--- src/rtl/encode_seq_if.sv ---
// Request/response bundle for the sequential priority encoder.
// The master modport is the encoder side; slave is the request source / consumer side.
interface encode_seq_if #(
    parameter int N = 4
);
    localparam int W = (N > 1) ? $clog2(N) : 1;

    logic [N-1:0] req;
    logic         out_ready;
    logic         out_valid;
    logic [W-1:0] out_code;
    logic [N-1:0] pending;
    logic         idle;

    modport master (
        input  req,
        input  out_ready,
        output out_valid,
        output out_code,
        output pending,
        output idle
    );

    modport slave (
        output req,
        output out_ready,
        input  out_valid,
        input  out_code,
        input  pending,
        input  idle
    );
endinterface

--- src/rtl/encode_seq.sv ---
// Sequential priority encoder: merges request strobes into a pending set and issues
// one binary index per transfer, highest index first. Optional ENCODE_OVF_EN adds a sticky lost-request flag.
module encode_seq #(
    parameter int N = 4
) (
    input  logic          clk,
    input  logic          rst_n,
    encode_seq_if.master  bus
`ifdef ENCODE_OVF_EN
    ,
    output logic          ovf
`endif
);
    localparam int W = (N > 1) ? $clog2(N) : 1;

    logic         out_valid_q, out_valid_d;
    logic [W-1:0] out_code_q,  out_code_d;
    logic [N-1:0] pending_q,   pending_d;

    logic [N-1:0] eff;
    logic [N-1:0] top_onehot;
    logic [W-1:0] top_idx;
    logic         eff_any;
    logic         slot_free;

    assign eff       = pending_q | bus.req;
    assign eff_any   = |eff;
    assign slot_free = !out_valid_q || bus.out_ready;

    // Later iterations overwrite earlier ones, so the highest set bit wins.
    always_comb begin
        top_idx = '0;
        for (int i = 0; i < N; i++) begin
            if (eff[i]) begin
                top_idx = W'(i);
            end
        end
    end

    assign top_onehot = N'(1) << top_idx;

    always_comb begin
        out_valid_d = out_valid_q;
        out_code_d  = out_code_q;
        pending_d   = eff;
        if (slot_free) begin
            if (eff_any) begin
                out_valid_d = 1'b1;
                out_code_d  = top_idx;
                pending_d   = eff & ~top_onehot;
            end else begin
                out_valid_d = 1'b0;
                pending_d   = '0;
            end
        end
    end

    always_ff @(posedge clk) begin
        if (!rst_n) begin
            out_valid_q <= 1'b0;
            out_code_q  <= '0;
            pending_q   <= '0;
        end else begin
            out_valid_q <= out_valid_d;
            out_code_q  <= out_code_d;
            pending_q   <= pending_d;
        end
    end

`ifdef ENCODE_OVF_EN
    logic ovf_q, ovf_d;

    // A strobe on a bit that is already waiting merges away; remember that it happened.
    always_comb begin
        ovf_d = ovf_q | (|(bus.req & pending_q));
    end

    always_ff @(posedge clk) begin
        if (!rst_n) begin
            ovf_q <= 1'b0;
        end else begin
            ovf_q <= ovf_d;
        end
    end

    assign ovf = ovf_q;
`endif

    assign bus.out_valid = out_valid_q;
    assign bus.out_code  = out_code_q;
    assign bus.pending   = pending_q;
    assign bus.idle      = !out_valid_q && (pending_q == '0);
endmodule

--- src/flat_wrapper.sv ---
// flat-port wrapper written by rule: the top's interface ports become plain ports
module encode_seq_flat 
#(
    parameter int N = 4
)
  (clk, rst_n, bus_req, bus_out_ready, bus_out_valid, bus_out_code, bus_pending, bus_idle);
  encode_seq_if #(.N(N)) bus_i ();
  input  logic clk;
  input  logic rst_n;
  input wire logic [$bits(bus_i.req)-1:0] bus_req;
  input wire logic [$bits(bus_i.out_ready)-1:0] bus_out_ready;
  output wire logic [$bits(bus_i.out_valid)-1:0] bus_out_valid;
  output wire logic [$bits(bus_i.out_code)-1:0] bus_out_code;
  output wire logic [$bits(bus_i.pending)-1:0] bus_pending;
  output wire logic [$bits(bus_i.idle)-1:0] bus_idle;
  assign bus_i.req = bus_req;
  assign bus_i.out_ready = bus_out_ready;
  assign bus_out_valid = bus_i.out_valid;
  assign bus_out_code = bus_i.out_code;
  assign bus_pending = bus_i.pending;
  assign bus_idle = bus_i.idle;
  encode_seq #(.N(N)) u_core (.clk(clk), .rst_n(rst_n), .bus(bus_i));
endmodule
--- config.mk ---
export PLATFORM = sky130hd
export DESIGN_NAME = encode_seq_flat
export DESIGN_NICKNAME = d
export VERILOG_FILES = /design/src/rtl/encode_seq_if.sv /design/src/rtl/encode_seq.sv /design/src/flat_wrapper.sv
export SDC_FILE = /design/constraint.sdc
export NUM_CORES = 1
export LEC_CHECK = 0
export ABC_AREA = 1
export CAP_MARGIN = 20
export CORE_AREA = 2 2 39 41
export CTS_CLUSTER_DIAMETER = 30
export DETAILED_ROUTE_END_ITERATION = 6
export DIE_AREA = 0 0 41 43
export GPL_ROUTABILITY_DRIVEN = 0
export PLACE_DENSITY = 0.63
export SYNTH_ARGS = -nofsm -noshare
export SYNTH_HDL_FRONTEND = slang
export SYNTH_SLANG_ARGS = --single-unit
--- constraint.sdc ---
create_clock -name clk -period 0.91 [get_ports clk]
set_input_delay 0.182 -clock clk [delete_from_list [all_inputs] [get_ports clk]]
set_output_delay 0.182 -clock clk [all_outputs]
set_load 0.02 [all_outputs]
==> summary.txt, run 1 <==
Outcome
  • Status: complete, but fails checks
  • Violated checks: setup timing

Floorplan
  • Effective utilization at floorplan: 25.8%
  • Row count: 14
  • Die H: 43 um
  • Die Wd: 41 um
  • Core area: 1380 sq um
  • Die area: 1760 sq um
  • Num ports: 15

Logic synthesis
  • Ys flop type: dfxtp_1
  • XOR/XNOR share of the synthesized area: 0%
  • Synth Cell Area: 357 sq um
  • Mapped Nets: 54
  • Count leader, synth: inv_1
  • Simple-gate portion of the synthesized area: 34.7%
  • Async SR Flop Fraction: 0%
  • Post-synthesis adder-cell area fraction: 0%
  • Cells after Synth: 47
  • Sequential area share after synthesis: 39.3%
  • Post-synth top area share: 39.3%
  • Mux cell area share after synthesis: 0%
  • Largest family of logic cells by synthesized area: simple AND/OR/NAND/NOR gates
  • Warnings, synthesis: 0
  • Synth unique cells: 18
  • Synth Area per Inst: 7.59 sq um
  • Dominant cell type by area after synthesis: dfxtp_1
  • Top cells by area, synth: dfxtp_1 39%, inv_1 8.4%, nand2_4 6.3%, nor2_4 6.3%, nand2_1 4.2%
  • Compound-Gate Fraction of Synth Area: 13.0%
  • EDFF count, synth: 0
  • Synth Register Bits: 7
  • Synth top cells by count: 8 x inv_1, 7 x dfxtp_1, 4 x nand2_1, 4 x nor2_1, 3 x inv_2

Timing
  • Worst Tran Pin Value: 0.208 ns
  • Min Tclk post-route: 1.18 ns
  • Final hold vios: 0
  • Final setup margin: -0.268 ns
  • Slew Limit Headroom: 86.1%
  • RSZ-0062 raised after global routing: yes
  • Clk_skew: 0.000778 ns
  • Final Cycle Share: 130%
  • Fmax: 849 MHz
  • Final setup vio count: 13
  • Slew Limit Fails: 0

Setup path
  • Critical path peak fanout: 2
  • Crit end category: output port
  • Reg2reg path depth: 8
  • Reg2reg end: u_core.bus.pending[1]
  • CP Launch Type: flip-flop
  • Critical path class: flip-flop to output port
  • CP endpoint: bus_idle
  • R2R Path Start: u_core.bus.out_valid
  • Flop2flop setup slack: -0.19 ns
  • Critical Path AT: 1.00 ns
  • Req. time, crit path: 0.73 ns
  • Critical path launch point: u_core.bus.pending[1]

Layout
  • Area grow syn2layout: 121%
  • Layout cells sized above 1: 74.4%
  • Fin area: 790 sq um
  • Sequential cell area: 159 sq um
  • N_diodes: 0
  • Utilization after layout: 57.1%
  • Nets@finish: 86
  • Area of the multi-input gates: 263 sq um
  • Layout fillers: 126

Power
  • P_leak: 0.357 nW
  • PwrDens: 1300 nW/um^2
  • Maximum vdd drop: 0.581 mV

GRT
  • GRT Overall Usage: 15.7%
  • Global route overflow: 0
  • Largest net degree at the start of global routing: 6
  • First-pass GRT wire length: 1.74 mm
  • Antenna violations before repair: 0
  • Vias in the first global route: 431

Job
  • Max-Cap Viols: 0

Clock network
  • Clock slew at reported path FFs: 0.05 ns
  • TritonCTS Buffers: 3
  • Clock Latency Late Sink: 0.26 ns
  • H-Tree Depth: 1
  • CTS tree: done
  • Hold_buf cts: 0
  • Root Driver: clkbuf_4
  • Clk sinks: 7
  • Clock Path Buffers: 2

Detailed routing
  • Via density: 4.33
  • Routed Antenna Nets: 0
  • Routed len/inst: 10.8 um
  • Vias: 407
  • Post-Route WL: 1.02 mm
  • Remaining DRCs: 0
  • DR iter-0 viols: 2
  • First-pass DRT Iterations: 3

Placed design
  • Hpwl dp: 700 um
  • Dpl cell area: 623 sq um
  • Port bufs: 14

Hold path
  • Min-delay worst type: primary input to flip-flop
-- logic make-up (layout without fill, tap and decap cells) --
| family | count (synthesis) | in the layout |
|---|---|---|
| buffers and inverters | 12 | 43 |
| AO/OA/AOI/OAI | 8 | 8 |
| flip-flops | 7 | 7 |
| AND/OR/NAND/NOR | 20 | 20 |
-- report_power, final --
part | total [mW] | internal [mW] | switching [mW]
combinational | 0.370 | 0.192 | 0.178
sequential | 0.357 | 0.332 | 0.0249
clock | 0.296 | 0.168 | 0.128
-- repair_timing --
item / 4_1_cts / 5_1_grt
resized for setup: 58 / 17
endpoints found under the setup margin: 15 / 15
hold endpoints to repair: 0 / 0
buffers inserted: 5 / 1
pin swaps: 9 / 7
-- layout by cell type (no fill, tap or decap), types with 2 or more instances in the layout --
| master | instances |
|---|---|
| a21oi_2 | 2 |
| buf_4 | 9 |
| buf_6 | 12 |
| clkbuf_4 | 3 |
| clkdlybuf4s50_1 | 5 |
| dfxtp_2 | 3 |
| dfxtp_4 | 4 |
| inv_1 | 5 |
| inv_2 | 2 |
| inv_4 | 4 |
| nand2_1 | 2 |
| nand2_2 | 2 |
| nand2_4 | 2 |
| nand3_4 | 2 |
| nor2_1 | 2 |
| nor2_2 | 2 |
| nor2_4 | 4 |
| nor3_4 | 2 |
| o21ai_2 | 2 |
-- layout make-up --
type / instances / area share, %
clock buffers: 4 / 3.33
multi-input cells: 28 / 33.3
inverters: 12 / 7.13
well taps: 16 / 2.54
repair buffers: 27 / 33.6
flip-flops and latches: 7 / 20.1
-- critical path: stages, from the launching register on --
cell	delay (ns)
dfxtp_2	0.33
inv_2	0.07
nand3_4	0.08
nor3_4	0.12
buf_6	0.14
-- state kept, by name (all words and copies together), names as in the netlist --
signal and flops:
u_core.bus.out_code 2, u_core.bus.pending 4, u_core.bus.out_valid 1
-- layer usage --
metal  global-route usage, %  vias to the layer above  part of all wire (%)
met2                    24.4                       13                    54
met1                    15.1                      184                    35
met4                    18.0                        0                   6.0
li1                        -                      205                     -
met3                    2.09                        5                   5.0
met5                       0                        -                     0
-- worst min path at each step --
stage                                      start                      to  slack [ns]  cells past startpoint
after detailed placement  u_core.bus.out_code[1]  u_core.bus.out_code[1]        0.47                      2
after global routing                  bus_req[1]   u_core.bus.pending[1]        0.28                      3
after global placement    u_core.bus.out_code[1]  u_core.bus.out_code[1]        0.47                      2
after floorplan                            rst_n  u_core.bus.out_code[0]        0.30                      2
final                                 bus_req[1]   u_core.bus.pending[1]        0.24                      3
after CTS                 u_core.bus.out_code[1]  u_core.bus.out_code[1]        0.50                      2
-- metrics by stage --
step                      cells  power, mW  setup slack (ns)  hold slack (ns)  TNS [ns]
after floorplan              47      0.498           -0.0571            0.303   -0.0571
after global placement       86      0.637            -0.514            0.473     -4.02
after detailed placement     86      0.642            -0.541            0.474     -4.07
after CTS                    93      0.979            -0.271            0.497     -1.40
after global routing         94       1.07            -0.305            0.278     -2.43
final                        94       1.02            -0.268            0.244     -1.86
(Power assumes the default switching activity.)
==> inputs of run 2 (changes only) <==
--- a/config.mk
+++ b/config.mk
@@ -5,14 +5,14 @@
 export SDC_FILE = /design/constraint.sdc
 export NUM_CORES = 1
 export LEC_CHECK = 0
-export ABC_AREA = 1
+export ABC_AREA = 0
 export CAP_MARGIN = 20
 export CORE_AREA = 2 2 39 41
 export CTS_CLUSTER_DIAMETER = 30
 export DETAILED_ROUTE_END_ITERATION = 6
 export DIE_AREA = 0 0 41 43
 export GPL_ROUTABILITY_DRIVEN = 0
-export PLACE_DENSITY = 0.63
+export PLACE_DENSITY = 0.58
 export SYNTH_ARGS = -nofsm -noshare
 export SYNTH_HDL_FRONTEND = slang
 export SYNTH_SLANG_ARGS = --single-unit
==> run 2 against run 1 <==
The run still ends with setup timing left. Utilization shrank 7.1 points. Sequential share of layout area up 1.8 points. Global-route usage shrank 1.9 points. Largest power group is now sequential cells. Sequential power is 2% lower. Die area unchanged. Synthesized cell count shrank 34%. Design area shrank 12%. Non-clock buffer count unchanged. Clock-buffer cell count unchanged.
==> summary.txt, run 2 <==
Outcome
  • Violated checks: setup timing
  • Status: complete, but fails checks

Timing
  • Final setup margin: -0.581 ns
  • RSZ-0062 raised after global routing: yes
  • Min Hold Slack: 0.447 ns
  • Clk_skew: 0.000514 ns
  • Fmax: 671 MHz
  • Final setup vio count: 12
  • Min Tclk post-route: 1.49 ns
  • Final Cycle Share: 164%
  • Final hold vios: 0
  • Slew Limit Fails: 0
  • Slew Limit Headroom: 80.0%
  • Worst Tran Pin Value: 0.299 ns

Setup path
  • Max stage delay cell, worst path: or4_4
  • Critical path buffer and inverter count: 1
  • Critical path cell sequence: or4_4 -> nor2_4 -> buf_6
  • Critical Path AT: 1.31 ns
  • Slowest stage delay, CP: 0.54 ns
  • CP Launch Type: flip-flop
  • Critical path's top delay family: simple AND/OR/NAND/NOR gates
  • Crit end category: output port
  • Critical path peak fanout: 2
  • Req. time, crit path: 0.73 ns
  • Critical path class: flip-flop to output port

Logic synthesis
  • Synth unique cells: 19
  • Ys flop type: dfxtp_1
  • Post-synthesis adder-cell area fraction: 0%
  • XOR/XNOR share of the synthesized area: 0%
  • Sequential area share after synthesis: 45.9%
  • EDFF count, synth: 0
  • Async SR Flop Fraction: 0%
  • Synth Area per Inst: 9.85 sq um
  • Synth Cell Area: 305 sq um
  • Count leader, synth: dfxtp_1
  • Synth Register Bits: 7
  • Post-synth top area share: 45.9%
  • Compound-Gate Fraction of Synth Area: 20.9%
  • Simple-gate portion of the synthesized area: 33.2%
  • Cells after Synth: 31
  • Top cells by area, synth: dfxtp_1 46%, nor2b_4 4.5%, nor4_1 4.1%, nor2_1 3.7%, nor2_4 3.7%
  • Mux cell area share after synthesis: 0%
  • Synth top cells by count: 7 x dfxtp_1, 3 x nor2_1
  • Mapped Nets: 38
  • Warnings, synthesis: 0
  • Dominant cell type by area after synthesis: dfxtp_1
  • Largest family of logic cells by synthesized area: simple AND/OR/NAND/NOR gates

Power
  • PwrDens: 1340 nW/um^2
  • P_leak: 0.297 nW
  • Maximum vdd drop: 0.645 mV

Placed design
  • Worst slack at placement: -0.818 ns
  • Port bufs: 14
  • Hpwl dp: 721 um
  • Dpl cell area: 534 sq um
  • Placed instance count: 67

Detailed routing
  • DR iter-0 viols: 7
  • Remaining DRCs: 0
  • Routed Antenna Nets: 0
  • First-pass DRT Iterations: 4
  • Vias: 379
  • Post-Route WL: 1.04 mm
  • Met1 Wirelength: 403 um
  • Via density: 4.86
  • Routed len/inst: 13.3 um
  • Metal2 WL: 546 um
  • DR top layer: met4
  • WL met3: 80 um

Layout
  • Area grow syn2layout: 127%
  • Layout Cells excl Fill: 78
  • Most frequent cells in the layout: 15 x buf_6, 6 x buf_4, 6 x dfxtp_2, 4 x clkdlybuf4s50_1, 3 x clkbuf_4
  • Nets@finish: 70
  • N_diodes: 0
  • Fin area: 692 sq um
  • Commonest non-fill, non-tap cell in the layout: buf_6
  • Layout fillers: 134
  • Largest register FFs: 4
  • Layout cells sized above 1: 69.4%

GRT
  • Largest net degree at the start of global routing: 8
  • GRT Overall Usage: 13.8%
  • Global route overflow: 0
  • Vias in the first global route: 375
  • Antenna violations before repair: 0
  • First-pass GRT wire length: 1.59 mm

Clock network
  • Clock Path Buffers: 2
  • Root Driver: clkbuf_4
  • Clock Latency Late Sink: 0.25 ns
  • TritonCTS Buffers: 3
  • H-Tree Depth: 1
  • CTS tree: done
  • Clk sinks: 7
  • Clock slew at reported path FFs: 0.05 ns

Floorplan
  • Die H: 43 um
  • Effective utilization at floorplan: 22.1%
  • Die Wd: 41 um
  • Die area: 1760 sq um
  • Row count: 14
  • Num ports: 15
  • Core area: 1380 sq um

Job
  • Max-Cap Viols: 0

Hold path
  • Min-delay worst type: primary input to flip-flop
run 2: final timing paths:
kind	from	end	slack (ns)	cells after the start
setup / recovery	u_core.bus.pending[3]	bus_idle	-0.58	3
hold / removal	bus_out_ready	u_core.bus.pending[3]	0.45	3
setup reg to reg	u_core.bus.pending[3]	u_core.bus.pending[1]	-0.47	5
hold reg to reg	u_core.bus.out_code[1]	u_core.bus.out_code[1]	0.49	2
run 2: cell type report:
type / instances / area [sq um] / share of cell area (%)
timing repair buffer: 27 / 272 / 39.2
sequential: 7 / 151 / 21.9
multi-input combinational: 24 / 223 / 32.2
tap: 16 / 20.0 / 2.89
clock buffer: 4 / 26.3 / 3.80
run 2: what timing repair did:
action,4_1_cts,5_1_grt
buffers inserted,2,8
setup endpoints to repair,14,14
hold buffers,0,0
pin swaps,12,5
cloned,0,0
gates resized for setup,63,10
run 2: cells by family after synthesis:
kind of cell | after synthesis
AOI/OAI and AO/OA | 9
DFF | 7
and+or+nand+nor | 15
run 2: metal layers:
metal  up-vias  GRT usage [%]
met1       182           14.5
met3         2           3.66
li1        178              -
met5         -              0
met4         0           10.0
met2        17           21.9
run 2: report_power, final:
| group | internal [mW] | total (mW) | switching [mW] |
|---|---|---|---|
| Clock | 0.167 | 0.277 | 0.110 |
| Combinational | 0.168 | 0.298 | 0.131 |
| Sequential | 0.333 | 0.350 | 0.0168 |
| Total | 0.667 | 0.925 | 0.258 |
run 2: worst min-delay path: stages:
cell           delay [ns]
dlygate4sd2_1        0.25
nand2b_1             0.16
nor2_1               0.06
run 2: metrics by stage:
step / setup TNS (ns) / power (mW) / utilization (%)
detailed placement: -6.27 / 0.582 / 38.6
global route: -4.19 / 0.981 / 50.0
finish: -3.78 / 0.925 / 50.0
CTS: -2.99 / 0.908 / 45.5
global placement: -6.21 / 0.578 / 38.6
floorplan: -1.65 / 0.457 / -
